## config.mk

```make
export PLATFORM = sky130hd
export DESIGN_NAME = mult_div_unit
export DESIGN_NICKNAME = d
export VERILOG_FILES = /design/src/rtl/mult_div_unit_pkg.sv /design/src/rtl/mult_div_unit.sv
export SDC_FILE = /design/constraint.sdc
export NUM_CORES = 1
export LEC_CHECK = 0
export ABC_AREA = 1
export CAP_MARGIN = 20
export CORE_ASPECT_RATIO = 1.2
export CORE_MARGIN = 3
export CORE_UTILIZATION = 27
export DETAILED_ROUTE_END_ITERATION = 6
export PLACE_DENSITY = 0.42
export REMOVE_ABC_BUFFERS = 1
export SLEW_MARGIN = 0
export SYNTH_ARGS = -nofsm -noshare
export SYNTH_HDL_FRONTEND = slang
export SYNTH_SLANG_ARGS = --single-unit
```

## constraint.sdc

```tcl
create_clock -name clk -period 7.12 [get_ports clk]
set_clock_uncertainty 0.05 [all_clocks]
set_input_delay 0.712 -clock clk [delete_from_list [all_inputs] [get_ports clk]]
set_output_delay 0.712 -clock clk [all_outputs]
set_load 0.1 [all_outputs]
```

## src/rtl/mult_div_unit_pkg.sv

```systemverilog
// Shared types for the HI/LO multiply/divide unit: word width, op encodings,
// FSM states and the 64-bit conditional negation used for sign correction.
package mult_div_unit_pkg;

  localparam int WORD = 32;

  typedef enum logic [1:0] {
    MD_MULT  = 2'd0,
    MD_MULTU = 2'd1,
    MD_DIV   = 2'd2,
    MD_DIVU  = 2'd3
  } mdOp_t;

  typedef enum logic [1:0] {
    IDLE = 2'd0,
    CALC = 2'd1,
    FIX  = 2'd2
  } mdState_t;

  function automatic logic [63:0] Negate64(input logic [63:0] value, input logic enable);
    return enable ? -value : value;
  endfunction

endpackage

```

## src/rtl/mult_div_unit.sv

```systemverilog
// Iterative 32-bit multiply/divide unit holding the MIPS HI/LO registers.
// One result bit per cycle on magnitudes, with sign correction applied in FIX.
module mult_div_unit
  import mult_div_unit_pkg::*;
(
  input  logic            clk,
  input  logic            reset,
  input  logic            start,
  input  logic [1:0]      op,
  input  logic [WORD-1:0] operandA,
  input  logic [WORD-1:0] operandB,
  input  logic            mtWrite,
  input  logic            mtSel,
  input  logic [WORD-1:0] mtData,
  output logic            busy,
  output logic            done,
  output logic [WORD-1:0] hi,
  output logic [WORD-1:0] lo
);

  mdState_t        r_state;
  mdOp_t           r_op;
  logic [63:0]     r_acc;
  logic [WORD-1:0] r_opB;
  logic [5:0]      r_cnt;
  logic            r_negRes;
  logic            r_negRem;
  logic            r_busy;
  logic            r_done;
  logic [WORD-1:0] r_hi;
  logic [WORD-1:0] r_lo;

  logic            w_isSigned;
  logic            w_isDiv;
  logic            w_divZero;
  logic [WORD-1:0] w_magA;
  logic [WORD-1:0] w_magB;
  logic            w_divOp;
  logic [WORD:0]   w_sum;
  logic [WORD:0]   w_remShift;
  logic            w_ge;
  logic [WORD-1:0] w_remNext;
  logic [63:0]     w_accNext;

  assign w_isSigned = (op == MD_MULT) || (op == MD_DIV);
  assign w_isDiv    = (op == MD_DIV) || (op == MD_DIVU);
  assign w_divZero  = w_isDiv && (operandB == '0);
  assign w_magA     = (w_isSigned && operandA[WORD-1]) ? -operandA : operandA;
  assign w_magB     = (w_isSigned && operandB[WORD-1]) ? -operandB : operandB;
  assign w_divOp    = (r_op == MD_DIV) || (r_op == MD_DIVU);

  // Both ops share r_acc: multiply keeps {partial product, multiplier},
  // divide keeps {partial remainder, dividend shifting into quotient}.
  assign w_sum      = {1'b0, r_acc[63:32]} + {1'b0, (r_acc[0] ? r_opB : '0)};
  assign w_remShift = {r_acc[63:32], r_acc[31]};
  assign w_ge       = w_remShift >= {1'b0, r_opB};
  assign w_remNext  = w_ge ? (w_remShift[WORD-1:0] - r_opB) : w_remShift[WORD-1:0];
  assign w_accNext  = w_divOp ? {w_remNext, r_acc[30:0], w_ge} : {w_sum, r_acc[31:1]};

  assign busy = r_busy;
  assign done = r_done;
  assign hi   = r_hi;
  assign lo   = r_lo;

  always_ff @(posedge clk) begin
    if (reset) begin
      r_state  <= IDLE;
      r_op     <= MD_MULT;
      r_acc    <= '0;
      r_opB    <= '0;
      r_cnt    <= '0;
      r_negRes <= 1'b0;
      r_negRem <= 1'b0;
      r_busy   <= 1'b0;
      r_done   <= 1'b0;
      r_hi     <= '0;
      r_lo     <= '0;
    end else begin
      r_done <= 1'b0;
      case (r_state)
        IDLE: begin
          if (start) begin
            r_op   <= mdOp_t'(op);
            r_opB  <= w_magB;
            r_cnt  <= '0;
            r_busy <= 1'b1;
            // Divide by zero bypasses CALC with the architectural result preloaded.
            if (w_divZero) begin
              r_acc    <= {operandA, 32'hFFFF_FFFF};
              r_negRes <= 1'b0;
              r_negRem <= 1'b0;
              r_state  <= FIX;
            end else begin
              r_acc    <= {32'b0, w_magA};
              r_negRes <= w_isSigned && (operandA[WORD-1] ^ operandB[WORD-1]);
              r_negRem <= w_isSigned && w_isDiv && operandA[WORD-1];
              r_state  <= CALC;
            end
          end else if (mtWrite) begin
            if (mtSel) r_hi <= mtData;
            else       r_lo <= mtData;
          end
        end
        CALC: begin
          r_acc <= w_accNext;
          r_cnt <= r_cnt + 6'd1;
          if (r_cnt == 6'd31) r_state <= FIX;
        end
        FIX: begin
          if (w_divOp) begin
            r_lo <= r_negRes ? -r_acc[31:0] : r_acc[31:0];
            r_hi <= r_negRem ? -r_acc[63:32] : r_acc[63:32];
          end else begin
            {r_hi, r_lo} <= Negate64(r_acc, r_negRes);
          end
          r_busy  <= 1'b0;
          r_done  <= 1'b1;
          r_state <= IDLE;
        end
        default: r_state <= IDLE;
      endcase
    end
  end

endmodule

```

-- After elaboration in Yosys (flattened, before gate mapping)
Cells that the tools add are included.
- bits in registers: 174
- bits of input ports: 103
- logic and storage cells: 86
- output and inout bits: 66
- eq/ne operators: 13
- order comparisons: 1
- reductions and logical operators: 20
- bitwise gates (word level): 1
- add/sub/neg operators: 8
- mux-type cells: 32
- operator list (kind ; count):
    32-bit 2-to-1 mux ; 14
    64-bit 2-to-1 mux ; 4
    32-bit negation ; 4
    32-bit case mux with 2 select lines ; 2
    64-bit case mux with 2 select lines ; 1
    64-bit negation ; 1
    32-bit by 32-bit adder with 33-bit output ; 1
    33-bit by 32-bit >= comparator with 1-bit output ; 1
    32-bit logical NOT ; 1
    32-bit subtractor ; 1
    2-bit inequality test, second input constant ; 6
    6-bit case mux with 2 select lines ; 1
    2-bit == test, second input constant ; 5
    2-bit AND reduction ; 4
    4-bit AND reduction ; 2
    6-bit by 1-bit adder with 6-bit output, second input constant ; 1
    6-bit by 5-bit == test with 1-bit output, second input constant ; 1
    1-bit logical AND ; 6
    2-bit 2-to-1 mux ; 3
    6-bit 2-to-1 mux ; 1
    2-bit logical NOT ; 2
    1-bit 2-to-1 mux ; 4
    2-bit case mux with 2 select lines ; 1
    2-bit nonzero test ; 2
    4 further kinds ; 6

-- Longest topological paths before layout
Gate-level depths: netlist (run 1).
- depth in word-level cells: 7
- mapped depth: 20
- mapped depth without buffers: 18

-- Least setup slack after synthesis (run 1)
Ideal clock, no wire load.
- kind: input -> register
- from: input port operandB[0]
- to: register r_acc[35]
- data required time: 7004 ps
- stages: 14
- data arrival time: 2314 ps
- setup time: 66 ps
- buffers on the path: 2
- setup slack: 4689 ps
- cells stage by stage: inv_1 -> ha_1 -> inv_1 -> nor3_2 -> inv_2 -> nor2_4 -> nand3_2 -> nor3_4 -> nand4_4 -> nor2_4 -> buf_6 -> buf_8 -> a21oi_2 -> a21oi_2
- longest elaborated chain between the ends: 5
- RTL lines (item ; line ; source):
    start: declaration ; mult_div_unit.sv:11 ; input logic [WORD-1:0] operandB,
    32-bit logical NOT ; mult_div_unit.sv:47 ; assign w_divZero = w_isDiv && (operandB == '0);
    1-bit logical AND ; mult_div_unit.sv:47 ;
    64-bit 2-to-1 mux ; mult_div_unit.sv:88 ; if (w_divZero) begin
    64-bit 2-to-1 mux ; mult_div_unit.sv:82 ; if (start) begin
    64-bit case mux with 2 select lines ; mult_div_unit.sv:80 ; case (r_state)
    end signal: assignment ; mult_div_unit.sv:89 ; r_acc <= {operandA, 32'hFFFF_FFFF};
    end signal: assignment ; mult_div_unit.sv:94 ; r_acc <= {32'b0, w_magA};
    end signal: assignment ; mult_div_unit.sv:105 ; r_acc <= w_accNext;
    end: declaration ; mult_div_unit.sv:23 ; logic [63:0] r_acc;
No other way between the ends. The select of a mux whose other input is x is not followed.
A chain may end at the register's enable or synchronous reset.

-- Worst setup path in the final report (run 1)
- from: register r_acc[51]
- to: register r_acc[52]
- longest elaborated chain between the ends: 4
- RTL lines (item ; line ; source):
    32-bit subtractor / 33-bit by 32-bit >= comparator with 1-bit output (equally long branches) ; mult_div_unit.sv:57, mult_div_unit.sv:56 ;
    32-bit 2-to-1 mux ; mult_div_unit.sv:57 ; assign w_remNext = w_ge ? (w_remShift[WORD-1:0] - r_opB) : w_remShift[WORD-1:0];
    64-bit 2-to-1 mux (*) ; mult_div_unit.sv:58 ; assign w_accNext = w_divOp ? {w_remNext, r_acc[30:0], w_ge} : {w_sum, r_acc[31:1]};
    64-bit case mux with 2 select lines (*) ; mult_div_unit.sv:80 ;
Mark *: on every way between the ends. The rest lies on a longest branch, timed or not.

==> metrics.csv, run 1 <==
stage,metric,value,unit
clocking,postCtsHoldBufs,0,
setup_path,r2r-start,r_acc[51]$_SDFFE_PP0P_,
place,dp_slack,3100,ps
synth,netlist_top_cells_count,"nand2_1, inv_1, nor2_1, o21ai_0, a21oi_1",
synth,synth_area,17100,µm²
setup_path,critical_path_class,flop to flop,
synth,synth_seq_cells,173,
sta,tns,0,ps
clocking,clockBufferDepth,2,
clocking,cts_buffers,17,
cells_and_area,drive_gt1_frac,0.0419,
sta,tightest_slew,1010,ps
clocking,cts_num_sinks,173,
clocking,clock-root-buffer,clkbuf_16,
route,firstDrtPassIters,7,
sta,finalHoldViolations,0,
sta,timing.fmax,283,MHz
sta,max_slew_margin,0.322,
synth,synthArstFlopShare,0,
synth,synth_edf_count,0,
cells_and_area,diodes,0,
synth,ys_top_cells_by_area,"dfxtp_1, nand2_1, inv_1",
synth,yosys_warnings,0,
setup_path,cp-start-kind,flop,
synth,synth_top_cell_by_area,dfxtp_1,
setup_path,rr_worst_depth,14,
grt,grt_use_total,0.252,
setup_path,rr_endpoint,r_acc[52]$_SDFFE_PP0P_,
min_path,holdCritPathClass,flop to flop,
min_path,min_from,busy$_SDFFE_PP0P_,
run_status,status,completed,
power_and_ir_drop,p_per_area,216,nW/µm²
setup_path,crit_chain,ha_1 -> a21oi_1 -> nand2_1 -> nand2_1 -> nand2_1 -> nand2_1 -> nand2_1 -> nor2_4 -> nand2_4 -> nor2_1 -> nand2_1 -> nand3_1 -> nand2_1 -> a21oi_1,
setup_path,crit_family,simple AND/OR/NAND/NOR gates,
cells_and_area,postLayoutCellArea,20100,µm²
route,viasPerCell,5.07,
synth,yosysSeqAreaShare,0.202,
cells_and_area,num-nets-final,3316,
synth,synth.distinct_cells,49,
cells_and_area,fill_cells,7117,
route,drt_wl_total,85000,µm
floorplanning,die_h,282,µm
setup_path,cpMostUsedCell,nand2_1,
route,drtIter0Drc,1311,
power_and_ir_drop,total_leakage_power,9.34,nW
job,maxCapViolCount,0,
route,wire_per_inst,21.4,µm
grt,gr-total-overflow,0,
setup_path,required,7490,ps
cells_and_area,area_growth,17.5,%
setup_path,arrival,3900,ps
synth,synth_most_common_cell,nand2_1,
floorplanning,io_pins,169,
sta,grt_setup_unrepaired,false,
power_and_ir_drop,vdd_drop_max,0.173,mV
floorplanning,core,62400,µm²
grt,antenna_found_initial,0,
setup_path,path_max_fanout,31,
sta,drv_slew,0,
setup_path,critPathBufInv,0,
route,route.detailed.drc,0,
min_path,hold_end,busy$_SDFFE_PP0P_,
min_path,hold_depth,2,
clocking,cts.clk_slew.worst_paths,80,ps
place,numPortBuffers,168,
sta,fin_crit,3530,ps
setup_path,critPathLaunch,r_acc[51]$_SDFFE_PP0P_,
setup_path,endpoint_kind,flop,
synth,synth_cells,3045,
route,vias,20138,
sta,setup_viol,0,
floorplanning,start_util,0.274,
grt,grt_pass1_wl,126000,µm
sta,finalCritPeriodShare,0.496,
sta,setup_slack,3590,ps
clocking,cts_htree_levels,4,
place,hpwl,68800,µm
place,place_area,19500,µm²
place,gp_congestion,0.962,
setup_path,cpMaxStageDelayCell,nor2_1,
setup_path,max_stage_delay,690,ps
route,postRouteAntennaNets,0,
synth,avgSynthCellArea,5.62,µm²
grt,grt_start_max_net_pins,82,
floorplanning,die-area,66400,µm²
floorplanning,die_w,236,µm
clocking,post_cts_resized,0,
setup_path,reg2reg_slack,3590,ps
floorplanning,num_rows,100,
grt,grt_pass1_vias,20071,
synth,yosys_most_used_dff,dfxtp_1,
clocking,cts_tree,built,
clocking,clk_latency,510,ps
clocking,cts_setup_buffers,0,
synth,synth_top_area_frac,0.202,
[cells by family (layout without fill, tap and decap cells)]
family | count (synthesis) | count (layout) | share of synthesized area
xor+xnor | 67 | 67 | 0.0343
simple gates | 1493 | 1493 | 0.366
compound gates | 708 | 708 | 0.224
buf+inv | 533 | 642 | 0.121
fa+ha+maj | 71 | 71 | 0.0528
flops | 173 | 173 | 0.202
[cells in the final DEF (no fill, tap or decap), types with 16 or more instances in the layout]
master / count
dfxtp_1: 171
xnor2_1: 22
buf_4: 30
ha_1: 69
o211ai_1: 16
nor2_1: 308
nand2_1: 811
clkbuf_16: 17
xor2_1: 45
nor3_1: 29
o21bai_1: 17
inv_1: 400
a21oi_1: 293
nand3_1: 251
a31oi_1: 32
clkdlybuf4s50_1: 168
nand4_1: 39
a21oi_2: 19
o21ai_0: 300
[final cells by class]
cell class / instances / area, µm² / area share
inverter: 413 / 1550 / 0.0772
timing repair buffer: 198 / 1910 / 0.0949
multi-input combinational: 2339 / 11600 / 0.577
tap: 816 / 1020 / 0.0508
clock buffer: 17 / 425 / 0.0212
sequential: 173 / 3470 / 0.172
clock inverter: 14 / 130 / 0.00647
[layer usage]
metal  global-route usage  vias to the layer above  part of all wire
met5                    0                        -                 0
met4                0.121                        0             0.050
met3               0.0283                      141             0.034
met2                0.465                      501              0.50
met1                0.290                     9334              0.41
li1                     -                    10162                 -
[tightest hold or removal path, stage by stage, from the launching register on]
cell	delay (ps)
dfxtp_1	310
nand2_1	60
a21oi_1	50
[power by group]
part	leakage, nW	switching, mW	internal [mW]	total (mW)
clock network	0.265	0.507	0.458	0.965
logic	7.65	1.58	0.595	2.17
registers	1.43	0.136	1.07	1.21
[flip-flops by register name (all words and copies together), names as in the netlist]
name and count:
r_cnt 6, r_negRem 1, r_op 1, busy 1, r_negRes 1, r_state 2, r_acc 64, done 1
lo 32, r_opB 32, hi 32
[metrics by stage]
step | std cells | hold WS [ps] | power, mW | utilization
final | 3970 | 414 | 4.34 | 0.322
after global placement | 3939 | 405 | 3.40 | 0.313
after CTS | 3970 | 418 | 4.38 | 0.322
after floorplan | 2925 | 397 | 2.58 | -
after detailed placement | 3939 | 407 | 3.39 | 0.313
after global routing | 3970 | 435 | 4.64 | 0.322
[how the worst max path moves through the flow]
| stage | endpoint | cells after the start |
|---|---|---|
| floorplan | r_acc[20]$_SDFFE_PP0P_ | 9 |
| global placement | r_acc[20]$_SDFFE_PP0P_ | 17 |
| detailed placement | r_acc[31]$_SDFFE_PP0P_ | 17 |
| CTS | r_acc[32]$_SDFFE_PP0P_ | 14 |
| global route | r_acc[44]$_SDFFE_PP0P_ | 14 |
| finish | r_acc[52]$_SDFFE_PP0P_ | 14 |
No activity file was read; power rests on OpenSTA's default activity.
==> run 2, diff against run 1 <==
--- a/config.mk
+++ b/config.mk
@@ -11,7 +11,7 @@
 export CORE_MARGIN = 3
 export CORE_UTILIZATION = 27
 export DETAILED_ROUTE_END_ITERATION = 6
-export PLACE_DENSITY = 0.42
+export PLACE_DENSITY = 0.43
 export REMOVE_ABC_BUFFERS = 1
 export SLEW_MARGIN = 0
 export SYNTH_ARGS = -nofsm -noshare
==> constraint.sdc (replaced) <==
create_clock -name clk -period 3.1 [get_ports clk]
set_clock_uncertainty 0.05 [all_clocks]
set_input_delay 0.31 -clock clk [delete_from_list [all_inputs] [get_ports clk]]
set_output_delay 0.31 -clock clk [all_outputs]
set_load 0.1 [all_outputs]
==> run 2 against run 1 <==
Power is 140% higher. Fmax increased by 20%. Hold slack worse by 56 ps. Register-to-register slack worse by 3400 ps. Flip-flop and latch count did not move. Critical path depth up 3. Die area is the same. Core utilization rose by 2.0 points. Global-route usage up 0.17 points. Sequential share of layout area is 1.0 points lower. Critical endpoint is now r_acc[44]$_SDFFE_PP0P_. Highest routed layer unchanged.
==> metrics.csv, run 2 (same netlist as run 1, synthesis figures left out) <==
stage,metric,value,unit,change
clocking,post_cts_resized,0,,unchanged
sta,drv_slew,0,,unchanged
sta,tightest_slew,985,ps,-28.4 ps
clocking,cts.clk_slew.worst_paths,80,ps,about the same
floorplanning,core,62400,µm²,unchanged
clocking,postCtsHoldBufs,0,,unchanged
setup_path,cp-start-kind,flop,,
power_and_ir_drop,vdd_drop_max,0.431,mV,+150%
clocking,cts_num_sinks,173,,unchanged
setup_path,arrival,3330,ps,-570 ps
place,hpwl,70600,µm,+2.5%
setup_path,path_max_fanout,9,,-71%
sta,holdWs,359,ps,-55.5 ps
setup_path,r2r-start,r_acc[55]$_SDFFE_PP0P_,,
run_status,status,completed,,
clocking,clockBufferDepth,2,,unchanged
min_path,min_from,mtData[9],,
sta,setup_slack,148,ps,-3440 ps
sta,max_slew_margin,0.341,,+0.0190
setup_path,cpMostUsedCell,nand2_1,,
setup_path,critical_path_class,flop to flop,,
cells_and_area,num-nets-final,3476,,+4.8%
setup_path,rr_worst_depth,17,,+3
cells_and_area,regMostFlops,r_acc,,
min_path,hold_depth,3,,+1
cells_and_area,fin_util,0.342,,+0.0202
sta,finalCritPeriodShare,0.952,,+0.456
cells_and_area,largest_reg_flops,64,,unchanged
cells_and_area,layout_common_cells,"nand2_1, inv_1, nor2_1, o21ai_0, a21oi_1",,
route,postRouteAntennaNets,0,,unchanged
job,maxCapViolCount,0,,unchanged
clocking,cts_buffers,17,,unchanged
clocking,clk_latency,500,ps,about the same
setup_path,cpMaxStageDelayCell,ha_1,,
grt,grt_use_total,0.253,,+0.00166
power_and_ir_drop,p_per_area,496,nW/µm²,+130%
place,gp_congestion,1.00,,+4.5%
place,numPortBuffers,168,,unchanged
grt,grt_pass1_vias,20175,,+0.52%
sta,finalHoldViolations,0,,unchanged
min_path,holdCritPathClass,input pin to flop,,
setup_path,crit_chain,ha_1 -> nand2_1 -> nor2_2 -> buf_4 -> nand2_1 -> nor2_1 -> nand2_1 -> nor2_4 -> nor2_4 -> nand2_4 -> nand2_2 -> inv_2 -> buf_12 -> nand2_1 -> nand3_1 -> nand2_1 -> a21oi_2,,
floorplanning,die_h,282,µm,unchanged
grt,antenna_found_initial,0,,unchanged
sta,fin_crit,2950,ps,-579 ps
route,route.detailed.drc,0,,unchanged
setup_path,critPathLaunch,r_acc[55]$_SDFFE_PP0P_,,
cells_and_area,layout_commonest_cell,nand2_1,,
grt,gr-total-overflow,0,,unchanged
route,drt_wl_total,86600,µm,+1.9%
route,firstDrtPassIters,5,,-2
clocking,cts_tree,built,,
sta,timing.fmax,339,MHz,+20%
route,drtIter0Drc,1406,,+7.2%
floorplanning,start_util,0.274,,unchanged
sta,setup_viol,0,,unchanged
grt,grt_start_max_net_pins,86,,+4.9%
route,vias,20780,,+3.2%
floorplanning,io_pins,169,,unchanged
floorplanning,die_w,236,µm,unchanged
grt,grt_pass1_wl,127000,µm,+0.67%
cells_and_area,diodes,0,,unchanged
power_and_ir_drop,total_power,10.6,mW,+140%
route,wire_per_inst,21.0,µm,-2.1%
floorplanning,die-area,66400,µm²,unchanged
setup_path,required,3480,ps,-4010 ps
route,viasPerCell,5.03,,-0.83%
sta,grt_setup_unrepaired,false,,
floorplanning,num_rows,100,,unchanged
setup_path,endpoint_kind,flop,,
power_and_ir_drop,total_leakage_power,10.3,nW,+10%
clocking,clock-root-buffer,clkbuf_16,,
clocking,cts_setup_buffers,0,,unchanged
cells_and_area,drive_gt1_frac,0.105,,+0.0631
cells_and_area,area_growth,24.9,%,
place,dp_slack,-21.3,ps,-3120 ps
setup_path,max_stage_delay,400,ps,-290 ps
clocking,cts_htree_levels,4,,unchanged
## run 2: cell types whose count changed in the layout (fill, tap and decap cells not counted), sizes merged
cell           previous run  this run
inv                     418       416
clkbuf                   17        18
buf                      30       244
bufinv                    0         1
clkdlybuf4s50           168       114
clkinv                    6         9
clkinvlp                  3         1
## run 2: critical path: cells and delay by family (launching register included)
kind / cells / cell delay [ps]
flip-flops: 1 / 370
adder cells (fa/ha/maj): 1 / 400
AND/OR/NAND/NOR: 12 / 1430
AO/OA/AOI/OAI: 1 / 140
buffers and inverters: 3 / 470
## run 2: worst paths after layout
check                      endpoint  slack [ps]
max reg2reg  r_acc[44]$_SDFFE_PP0P_         150
max          r_acc[44]$_SDFFE_PP0P_         150
min              lo[9]$_SDFFE_PP0P_         360
min reg2reg       busy$_SDFFE_PP0P_         430
## run 2: area by class of cell
class / instances / area, µm²
clock inverter: 14 / 180
sequential: 173 / 3470
fill: 7056 / 41100
tap: 816 / 1020
inverter: 413 / 1550
timing repair buffer: 358 / 3110
clock buffer: 18 / 429
multi-input combinational: 2339 / 11600
## run 2: routing by layer
metal	wire, µm	vias up	global-route usage
met5	0	-	0
met4	3500	0	0.100
met3	2460	126	0.0247
met2	43400	486	0.465
met1	37300	9697	0.304
li1	-	10471	-
## run 2: where the power goes
group          leakage [nW]  total [mW]  internal [mW]  switching [mW]
registers              1.43        2.67           2.46           0.213
logic                  8.57        5.58           1.77            3.81
clock network         0.292        2.35           1.16            1.19
total                  10.3        10.6           5.38            5.21
## run 2: metrics by stage
stage | setup TNS [ps] | instance area (µm²) | instances
2_1_floorplan | -142570 | 16600 | 2925
5_1_grt | 0 | 21400 | 4131
4_1_cts | 0 | 21400 | 4131
3_3_place_gp | 0 | 20700 | 4099
6_report | 0 | 21400 | 4131
3_5_place_dp | -21.3 | 20700 | 4099
